<file path="src/rtl/sumador_pkg.sv">
// Shared constants for the adder display path: segment patterns, digit indices
// and the binary-to-decimal split of a captured result.
package sumador_pkg;

  localparam int unsigned SEG_W = 7;
  localparam int unsigned DIG_W = 4;
  localparam int unsigned AN_W  = 2;
  localparam int unsigned BIN_W = 6;

  // Active-high patterns, bit order {g,f,e,d,c,b,a}
  localparam logic [SEG_W-1:0] SEG_0     = 7'h3F;
  localparam logic [SEG_W-1:0] SEG_1     = 7'h06;
  localparam logic [SEG_W-1:0] SEG_2     = 7'h5B;
  localparam logic [SEG_W-1:0] SEG_3     = 7'h4F;
  localparam logic [SEG_W-1:0] SEG_4     = 7'h66;
  localparam logic [SEG_W-1:0] SEG_5     = 7'h6D;
  localparam logic [SEG_W-1:0] SEG_6     = 7'h7D;
  localparam logic [SEG_W-1:0] SEG_7     = 7'h07;
  localparam logic [SEG_W-1:0] SEG_8     = 7'h7F;
  localparam logic [SEG_W-1:0] SEG_9     = 7'h6F;
  localparam logic [SEG_W-1:0] SEG_BLANK = 7'h00;

  localparam int unsigned DIG_UNI = 0;
  localparam int unsigned DIG_DEC = 1;

  localparam logic [AN_W-1:0] AN_UNI  = AN_W'(1 << DIG_UNI);
  localparam logic [AN_W-1:0] AN_DEC  = AN_W'(1 << DIG_DEC);
  localparam logic [AN_W-1:0] AN_NONE = '0;

  typedef struct packed {
    logic [DIG_W-1:0] tens;
    logic [DIG_W-1:0] units;
  } bcd_t;

  // Results never exceed 63, so tens stays within 0..6
  function automatic bcd_t to_bcd(input logic [BIN_W-1:0] bin);
    bcd_t r;
    r.tens  = DIG_W'(bin / BIN_W'(10));
    r.units = DIG_W'(bin % BIN_W'(10));
    return r;
  endfunction

endpackage

</file>
<file path="src/rtl/display_suma_dec7seg.sv">
// Combinational decimal digit to active-high 7-segment pattern; non-decimal codes go blank.
module dec7seg
  import sumador_pkg::*;
(
  input  logic [DIG_W-1:0] digit,
  output logic [SEG_W-1:0] pattern_c
);

  always_comb begin
    pattern_c = SEG_BLANK;
    case (digit)
      4'd0:    pattern_c = SEG_0;
      4'd1:    pattern_c = SEG_1;
      4'd2:    pattern_c = SEG_2;
      4'd3:    pattern_c = SEG_3;
      4'd4:    pattern_c = SEG_4;
      4'd5:    pattern_c = SEG_5;
      4'd6:    pattern_c = SEG_6;
      4'd7:    pattern_c = SEG_7;
      4'd8:    pattern_c = SEG_8;
      4'd9:    pattern_c = SEG_9;
      default: pattern_c = SEG_BLANK;
    endcase
  end

endmodule

</file>
<file path="src/rtl/display_suma.sv">
// Captures the adder result {Cout,S} on load and shows it in decimal on two
// time-multiplexed 7-segment digits; dark until the first capture after reset.
module display_suma
  import sumador_pkg::*;
#(
  parameter int unsigned N_BITS      = 3,
  parameter int unsigned REFRESH_DIV = 50000,
  parameter bit          ACTIVE_LOW  = 1'b1
) (
  input  logic              clk,
  input  logic              rst_n,
  input  logic [N_BITS-1:0] S,
  input  logic              Cout,
  input  logic              load,
  output logic [SEG_W-1:0]  seg,
  output logic [AN_W-1:0]   an,
  output logic              valid
);

  localparam int unsigned RES_W = N_BITS + 1;
  localparam int unsigned CNT_W = (REFRESH_DIV > 1) ? $clog2(REFRESH_DIV) : 1;
  localparam logic [CNT_W-1:0] CNT_LAST = CNT_W'(REFRESH_DIV - 1);
  localparam logic [SEG_W-1:0] SEG_POL  = {SEG_W{ACTIVE_LOW}};
  localparam logic [AN_W-1:0]  AN_POL   = {AN_W{ACTIVE_LOW}};

  logic [RES_W-1:0] result_q, result_d;
  logic             valid_q,  valid_d;
  logic [CNT_W-1:0] cnt_q,    cnt_d;
  logic             sel_q,    sel_d;
  logic [SEG_W-1:0] seg_q,    seg_d;
  logic [AN_W-1:0]  an_q,     an_d;

  bcd_t             bcd_c;
  logic [DIG_W-1:0] digit_c;
  logic [SEG_W-1:0] pattern_c;

  // Capture and refresh timing
  always_comb begin
    result_d = result_q;
    valid_d  = valid_q;
    cnt_d    = cnt_q + CNT_W'(1);
    sel_d    = sel_q;
    if (load) begin
      result_d = {Cout, S};
      valid_d  = 1'b1;
    end
    if (cnt_q == CNT_LAST) begin
      cnt_d = '0;
      sel_d = ~sel_q;
    end
  end

  // One decoder shared by both digits through the select mux
  always_comb begin
    bcd_c   = to_bcd(BIN_W'(result_q));
    digit_c = sel_q ? bcd_c.tens : bcd_c.units;
  end

  dec7seg u_dec7seg (
    .digit     (digit_c),
    .pattern_c (pattern_c)
  );

  // Active-high frame for the selected digit, tens blanked when zero
  always_comb begin
    seg_d = pattern_c;
    an_d  = sel_q ? AN_DEC : AN_UNI;
    if (sel_q && (bcd_c.tens == '0)) begin
      seg_d = SEG_BLANK;
    end
    if (!valid_q) begin
      seg_d = SEG_BLANK;
      an_d  = AN_NONE;
    end
  end

  always_ff @(posedge clk or negedge rst_n) begin
    if (!rst_n) begin
      result_q <= '0;
      valid_q  <= 1'b0;
      cnt_q    <= '0;
      sel_q    <= 1'b0;
      seg_q    <= SEG_BLANK ^ SEG_POL;
      an_q     <= AN_NONE ^ AN_POL;
    end else begin
      result_q <= result_d;
      valid_q  <= valid_d;
      cnt_q    <= cnt_d;
      sel_q    <= sel_d;
      seg_q    <= seg_d ^ SEG_POL;
      an_q     <= an_d ^ AN_POL;
    end
  end

  assign seg   = seg_q;
  assign an    = an_q;
  assign valid = valid_q;

endmodule

</file>
<file path="config.mk">
export PLATFORM = sky130hd
export DESIGN_NAME = display_suma
export DESIGN_NICKNAME = d
export VERILOG_FILES = /design/src/rtl/sumador_pkg.sv /design/src/rtl/display_suma_dec7seg.sv /design/src/rtl/display_suma.sv
export SDC_FILE = /design/constraint.sdc
export NUM_CORES = 1
export LEC_CHECK = 0
export CAP_MARGIN = 10
export CORE_MARGIN = 10
export CORE_UTILIZATION = 45
export DETAILED_ROUTE_END_ITERATION = 8
export GPL_TIMING_DRIVEN = 1
export PLACE_DENSITY_LB_ADDON = 0.08
export SLEW_MARGIN = 25
export SYNTH_ARGS = -nofsm -noshare
export SYNTH_HDL_FRONTEND = slang
export SYNTH_HIERARCHICAL = 1
export SYNTH_SLANG_ARGS = --single-unit
</file>
<file path="constraint.sdc">
create_clock -name clk -period 5.95 [get_ports clk]
set_input_delay 1.4875 -clock clk [delete_from_list [all_inputs] [get_ports clk]]
set_output_delay 1.4875 -clock clk [all_outputs]
set_load 0.03 [all_outputs]
</file>
; ---- Word level (Yosys, flattened, before mapping)
; Memory sizes are Yosys's and may differ from the RTL's.
; Cells that the tools add are included.
[classes]
addsub = 1
n_mul = 0
n_div = 2
order_cmp = 0
eq_ne = 1
n_shift = 0
mux = 6
bitwise = 3
n_reduce_logical = 2
[ops]
columns = op, n
row1 = adder 16 x 1 -> 16 bit (second input constant), 1
row2 = == test 16 bit (second input constant), 1
row3 = two-way mux 16 bit, 1
row4 = two-way mux 7 bit, 2
row5 = NOT 7 bit, 1
row6 = divider 4 x 4 -> 6 bit (second input constant), 1
row7 = modulo 4 x 4 -> 6 bit (second input constant), 1
row8 = zero test 4 bit, 1
row9 = two-way mux 2 bit, 2
row10 = two-way mux 4 bit, 1
row11 = NOT 2 bit, 1
row12 = logical AND 1 bit, 1
row13 = NOT 1 bit, 1
[totals]
register_bits = 31
latch_bits = 0
ram_bits = 0
mem_bits_ro = 112
input_bits = 7
out_inout_bits = 10
elab_cells = 22
mem_count = 1
[memory_table]
columns = memory, words, word_bits, rd, rd_ports_with_merged_regs, write_ports, line_no
row1 = (no name shown), 16, 7, 1, 0, 0, display_suma_dec7seg.sv:11  ; case (digit)

; ---- Depth between registers and ports, before layout
; Gate-level depths: netlist of run 1.
[depth]
ltp_word = 6
ltp_mapped = 9

; ---- By module
; The synthesis of run 1 kept the hierarchy.
[by_module_without_submodules]
columns = module, instances, cells_each, area_each_um2, seq_area_each_um2
row1 = display_suma, 1, 120, 1362.6, 787.0
row2 = dec7seg, 1, 26, 201.4, 0.0

; ---- Worst setup path after synthesis of run 1
; Ideal clock, no wire load.
[synth_path]
kind = reg2out
startpoint = register an_q[0], in the netlist an[0]
endpoint = output an[0]
arrival_time_ps = 588
required_ps = 4463
setup_slack_ps = 3874
path_stages_with_launch = 1
n_path_buf = 0
path_cell_list = dfstp_2
[synth_rtl]
columns = element, line_no
row1 = start: declaration, display_suma.sv:31  ; logic [AN_W-1:0] an_q, an_d;
row2 = start signal: assignment, display_suma.sv:84  ; an_q <= AN_NONE ^ AN_POL;
row3 = start signal: assignment, display_suma.sv:91  ; an_q <= an_d ^ AN_POL;
row4 = end: declaration, display_suma.sv:16  ; output logic [AN_W-1:0] an,
; No word-level cell between the ends.

; ---- Worst setup path after layout of run 1
[layout_path]
startpoint = register seg_q[5], in the netlist seg[5]
endpoint = output seg[5]
[layout_rtl]
columns = element, line_no
row1 = start: declaration, display_suma.sv:30  ; logic [SEG_W-1:0] seg_q, seg_d;
row2 = start signal: assignment, display_suma.sv:83  ; seg_q <= SEG_BLANK ^ SEG_POL;
row3 = start signal: assignment, display_suma.sv:90  ; seg_q <= seg_d ^ SEG_POL;
row4 = end: declaration, display_suma.sv:15  ; output logic [SEG_W-1:0] seg,
; No word-level cell between the ends.

==> reports/qor.txt, run 1 <==
Status -> finished, final reports clean
Pre-CTS setup slack -> 3.294 ns
FF+latch count, synth -> 31
Critical path's slowest cell -> clkdlybuf4s50_1
Max Fclk -> 0.3331 GHz
Starting Density -> 46.87%
Post-synthesis sequential area ratio -> 50.32%
Crit-path max cell delay -> 0.66 ns
R2R Path Start -> result_q[1]
Asr flop ratio synth -> 100.0%
Worst Hold End -> cnt_q[0]
Met2 Use GR -> 17.85%
Crit path DAT -> 1.51 ns
Initial antenna violation count -> 0
Hold crit path type -> reg -> reg
Worst slew pin tran -> 0.6913 ns
Library cells used by synthesis -> 41
Top cell type's share of synthesized area -> 35.20%
Clock skew -> 0.006076 ns
Layout Nets -> 182
Syn Inst Count -> 146
Cell area power density -> 263.2 nW/µm²
Vias in the first global route -> 1121
CTS Buf Count -> 5
Top Usage Layer GRT -> met2
Synthesized net count -> 161
Die width -> 78.96 µm
Final number of setup-violating endpoints -> 0
DR vias/cell -> 5.042
Placed insts -> 206
Post-Route WL -> 2.831 mm
Io pins -> 17
CTS tree -> built
Post_cts resized -> 0
Clock root buffer -> clkbuf_4
Post-CTS Hold Fix Bufs -> 0
CP top delay family -> buffers and inverters
Minimum clock period -> 3.002 ns
FF-to-FF path depth -> 8
Avg Cell Area, Syn -> 10.71 µm²
Core area -> 3337 µm²
Hold Startpoint -> cnt_q[0]
Die height -> 78.96 µm
Clock transition at path regs -> 0.09 ns
Fill cells -> 303
Crit path cell chain -> clkdlybuf4s50_1
WHS Path Cells -> 1
Total GRT Usage -> 10.51%
1st-pass router iterations -> 4
Worst reg-to-reg setup slack -> 3.83 ns
Layout Utilization -> 55.01%
Met3 Use GR -> 3.041%
Cell taking the most area after synthesis -> dfrtp_1
Final cell count without fillers -> 214
GR Util met1 -> 11.41%
GPL Wtd Cong -> 0.8206
Footprint of the multi-input gates -> 720.7 µm²
Longest Clk Path Bufs -> 2
Crit path buf inv count -> 1
RSZ-0062 raised after global routing -> false
DR vias -> 1079
Layout cells sized above 1 -> 18.45%
H-tree Lvls -> 2
Warnings from Yosys -> 6
Final ANT Viol Nets -> 0
Normalized max-slew margin -> 53.82%
Reg area -> 787.0 µm²
EDFF count, synth -> 0
Largest net degree at the start of global routing -> 32
Setup TNS -> 0 ns
Syn Std Cell Area -> 1564 µm²
P_leak -> 0.8058 nW
First-pass GRT wire length -> 5.230 mm
Dominant cells by area after synthesis -> dfrtp_1, dfstp_2, ha_1, xor2_1, nand2_1
FP Rows -> 21
Setup ws final -> 2.948 ns
Skew-Pair Late Insertion Delay -> 0.33 ns
ANT cells -> 0
Die area -> 6234 µm²
Fin crit share -> 50.46%
FF-to-FF End -> seg[3]
CP endpoint kind -> output port
Number of max-cap violations -> 0
Final Cell Area -> 1836 µm²
Primary FF master, synth -> dfrtp_1
CP required -> 4.46 ns
Area delta synth->final -> 17.36%
Critical path class -> reg -> out
Final Hold Viols -> 0
Detailed Route Iter0 Violations -> 64
Fin. max-slew vios -> 0
Total gr overflow -> 0
DP HPWL -> 2.087 mm
DRC viols -> 0
Worst-path maximum fanout -> 1
Drt wl/cell -> 13.23 µm
Placed cell area -> 1767 µm²
Worst VDD drop -> 147.8 µV
IO Port Bufs -> 16
Total setup buffers inserted after CTS -> 0
Setup crit start kind -> register
Num Clock Sinks -> 31
cell type report:
class / instances / area share (%)
flip-flops and latches: 31 / 42.88
multi-input cells: 103 / 39.26
repair buffers: 17 / 9.134
clock buffers: 8 / 3.749
well taps: 46 / 3.136
inverters: 9 / 1.840
power breakdown:
group          internal, mW  switching (mW)  total (mW)
clock                0.0695          0.0686       0.138
sequential            0.233         0.00494       0.238
combinational        0.0437          0.0633       0.107
cell usage after synthesis, drive strengths merged (2+ instances only):
master / instances
a22o: 2
inv: 9
dfrtp: 22
mux2: 2
and4: 3
nor2: 12
buf: 2
a21oi: 4
nand3: 3
xnor2: 6
and3: 2
nand2: 17
ha: 8
o21ai: 11
o22ai: 2
dfstp: 9
xor2: 8
nand4: 7
routing by layer:
metal	share of wire [%]	wire, µm
met1	45	1287
met2	50	1411
met3	2.1	60
met4	2.5	72
met5	0	0
layout by cell type, fill, tap and decap left out, drive strengths merged:
cell and count:
nor2b 1, or2 1, clkdlybuf4s50 16, nor4 1, nand2b 1, nor4bb 1, and4 3, and2b 1
nor2 12, a21o 1, mux2 2, and2 1, a21boi 1, a21oi 4, and3 2, o21ai 11
nand3b 1, a211oi 1, and4bb 1, o22ai 2, clkbuf 8, dfstp 9, dfrtp 22, inv 9
xnor2 6, xor2 8, mux2i 1, nor4b 1, buf 1, ha 8, nor3b 1, nand2 17
nand3 3, nor3 1, nand4 7, a22o 2
sequential cells by signal (all words and copies together) (netlist names):
name and cells:
valid 1, result_q 4, seg 7, sel_q 1, an 2, cnt_q 16
how the worst max path moves through the flow:
stage	startpoint	endpoint	slack [ns]	cells after the start
floorplan	an[0]	an[0]	3.87	0
global placement	seg[4]	seg[4]	3.30	1
detailed placement	seg[3]	seg[3]	3.29	1
CTS	seg[5]	seg[5]	2.91	1
global route	seg[5]	seg[5]	2.88	1
finish	seg[5]	seg[5]	2.95	1
through the flow:
step	total power [mW]	hold slack (ns)
CTS	0.4915	0.4755
global route	0.5163	0.4935
floorplan	0.3094	0.4301
detailed placement	0.3513	0.4652
global placement	0.3484	0.4526
finish	0.4830	0.4750
kinds of logic (layout without fill, tap and decap cells):
logic type               after synthesis  count (layout)  synth area share, %
AO/OA/AOI/OAI                         22              22                9.281
multiplexers                           3               3                2.080
buffers and inverters                 12              34                3.600
AND/OR/NAND/NOR                       56              56                20.48
adder cells (fa/ha/maj)                8               8                6.400
flip-flops                            31              31                50.32
XOR/XNOR                              14              14                7.840
No activity file was read; power rests on OpenSTA's default activity.
==> run 2, diff against run 1 <==
clock period = 2.45 ns   (was 5.95 ns; I/O delays follow)
==> reports/qor.txt, run 2 (synthesis results as in run 1) <==
Final Hold Viols -> 0 (unchanged)
Total GRT Usage -> 9.899% (-0.61 points)
Skew-Pair Late Insertion Delay -> 0.32 ns (about the same)
RSZ-0062 raised after global routing -> false
Starting Density -> 46.87% (unchanged)
IO Port Bufs -> 16 (unchanged)
Most frequent cells in the layout -> dfrtp_1, nand2_1, clkdlybuf4s50_1, nor2_1
Final ANT Viol Nets -> 0 (unchanged)
Final Cell Area -> 1851 µm² (+0.82%)
Hold crit path type -> reg -> reg
DR vias -> 1124 (+4.2%)
CTS tree -> built
CP required -> 1.84 ns (-2.62 ns)
Placed cell area -> 1782 µm² (+0.85%)
Last element of the critical path -> seg[5]
DP HPWL -> 2.093 mm (+0.27%)
Sequential share of power -> 49.5% (+0.2 points)
CTS Buf Count -> 5 (unchanged)
First-pass GRT wire length -> 4.995 mm (-4.5%)
FF-to-FF path depth -> 7 (-1)
Fin. max-slew vios -> 0 (unchanged)
Clock root buffer -> clkbuf_4
Layout cells sized above 1 -> 19.41% (+0.96 points)
H-tree Lvls -> 2 (unchanged)
Clock transition at path regs -> 0.09 ns (about the same)
Internal power -> 0.8465 mW (+140%)
Normalized max-slew margin -> 65.84% (+12 points)
Worst VDD drop -> 302.2 µV (+100%)
Critical path startpoint -> seg[5]
Critical path's slowest cell -> clkdlybuf4s50_1
Area delta synth->final -> 18.32%
Net Switching -> 0.3266 mW (+140%)
Largest net degree at the start of global routing -> 32 (unchanged)
CP top delay family -> buffers and inverters
Pre-CTS setup slack -> 0.6310 ns (-2.663 ns)
Fin crit share -> 87.17%
Detailed Route Iter0 Violations -> 41 (-36%)
Cell area power density -> 633.9 nW/µm² (+140%)
Post_cts resized -> 0 (unchanged)
Biggest register -> cnt_q
Max Fclk -> 0.4682 GHz
Minimum clock period -> 2.136 ns
Final number of setup-violating endpoints -> 0 (unchanged)
Clock skew -> 0.008184 ns (+0.002108 ns)
Initial antenna violation count -> 0 (unchanged)
Worst reg-to-reg setup slack -> 0.62 ns (-3.21 ns)
DRC viols -> 0 (unchanged)
FP Rows -> 21 (unchanged)
P_leak -> 0.8160 nW (+1.3%)
Die width -> 78.96 µm (unchanged)
ANT cells -> 0 (unchanged)
Levels on crit path -> 1 (unchanged)
Crit-path max cell delay -> 0.67 ns (about the same)
Crit path cell chain -> clkdlybuf4s50_1
Setup crit start kind -> register
Clk pwr share -> 28.1% (-0.5 points)
Io pins -> 17 (unchanged)
Setup TNS -> 0 ns (unchanged)
Max FFs per register -> 16 (unchanged)
Critical path class -> reg -> out
Total setup buffers inserted after CTS -> 0 (unchanged)
Die area -> 6234 µm² (unchanged)
Longest Clk Path Bufs -> 2 (unchanged)
Die height -> 78.96 µm (unchanged)
1st-pass router iterations -> 4 (unchanged)
Layout Nets -> 184 (+1.1%)
Post-CTS Hold Fix Bufs -> 0 (unchanged)
Worst-path maximum fanout -> 1 (unchanged)
DR vias/cell -> 5.204 (+3.2%)
Worst slew pin tran -> 0.5093 ns (-0.1820 ns)
Switching part of the total -> 27.84% (-0.48 points)
Total gr overflow -> 0 (unchanged)
Number of max-cap violations -> 0 (unchanged)
CP endpoint kind -> output port
Commonest non-fill, non-tap cell in the layout -> dfrtp_1
Vias in the first global route -> 1134 (+1.2%)
Post-Route WL -> 2.772 mm (-2.1%)
R2R Path Start -> result_q[2]
Core area -> 3337 µm² (unchanged)
Drt wl/cell -> 12.83 µm (-3.0%)
Num Clock Sinks -> 31 (unchanged)
GPL Wtd Cong -> 0.8266 (+0.73%)
Crit path DAT -> 1.52 ns (about the same)
Comb pwr share -> 22.4% (+0.2 points)
Setup ws final -> 0.3143 ns (-2.633 ns)
FF-to-FF End -> seg[2]
Crit path buf inv count -> 1 (unchanged)
Status -> finished, final reports clean
run 2: worst min-delay path by stage:
stage          startpoint       end  slack, ns  cells after the start
2_1_floorplan       rst_n  cnt_q[0]       0.32                      0
3_3_place_gp     cnt_q[0]  cnt_q[0]       0.45                      1
3_5_place_dp     cnt_q[0]  cnt_q[0]       0.46                      1
4_1_cts          cnt_q[0]  cnt_q[0]       0.48                      1
5_1_grt          cnt_q[0]  cnt_q[0]       0.50                      1
6_report            valid     an[1]       0.47                      1
run 2: cell type report:
class                           instances  area, µm²
Inverter                                9      33.78
Fill cell                             310       1486
Timing Repair Buffer                   19      182.7
Multi-Input combinational cell        103      720.7
Clock buffer                            8      68.82
Tap cell                               46      57.56
Sequential cell                        31      787.0
run 2: power by group through the flow:
stage | clock [mW] | combinational (mW) | sequential (mW)
final | 0.330 | 0.263 | 0.581
after floorplan | 0 | 0.0985 | 0.653
after detailed placement | 0 | 0.267 | 0.592
after global routing | 0.376 | 0.291 | 0.586
after global placement | 0 | 0.265 | 0.590
after CTS | 0.347 | 0.268 | 0.582
run 2: through the flow:
stage	hold slack [ns]	utilization (%)	power, mW	instances
floorplan	0.3169	-	0.7513	146
global placement	0.4517	53.39	0.8546	208
detailed placement	0.4595	53.39	0.8591	208
CTS	0.4761	55.46	1.197	216
global route	0.4974	55.46	1.253	216
finish	0.4727	55.46	1.173	216
run 2: per-layer routing:
| layer | up-vias | routed length, µm | global-route usage (%) |
|---|---|---|---|
| li1 | 546 | - | - |
| met1 | 552 | 1135 | 9.725 |
| met2 | 20 | 1479 | 18.17 |
| met3 | 6 | 98 | 3.491 |
| met4 | 0 | 59 | 4.659 |
| met5 | - | 0 | 0 |
==> run 3, diff against run 2 <==
CAP_MARGIN = not set   (was 10)
==> results of run 3 <==
No change in the layout: final DEF, timing and power equal those of run 2.
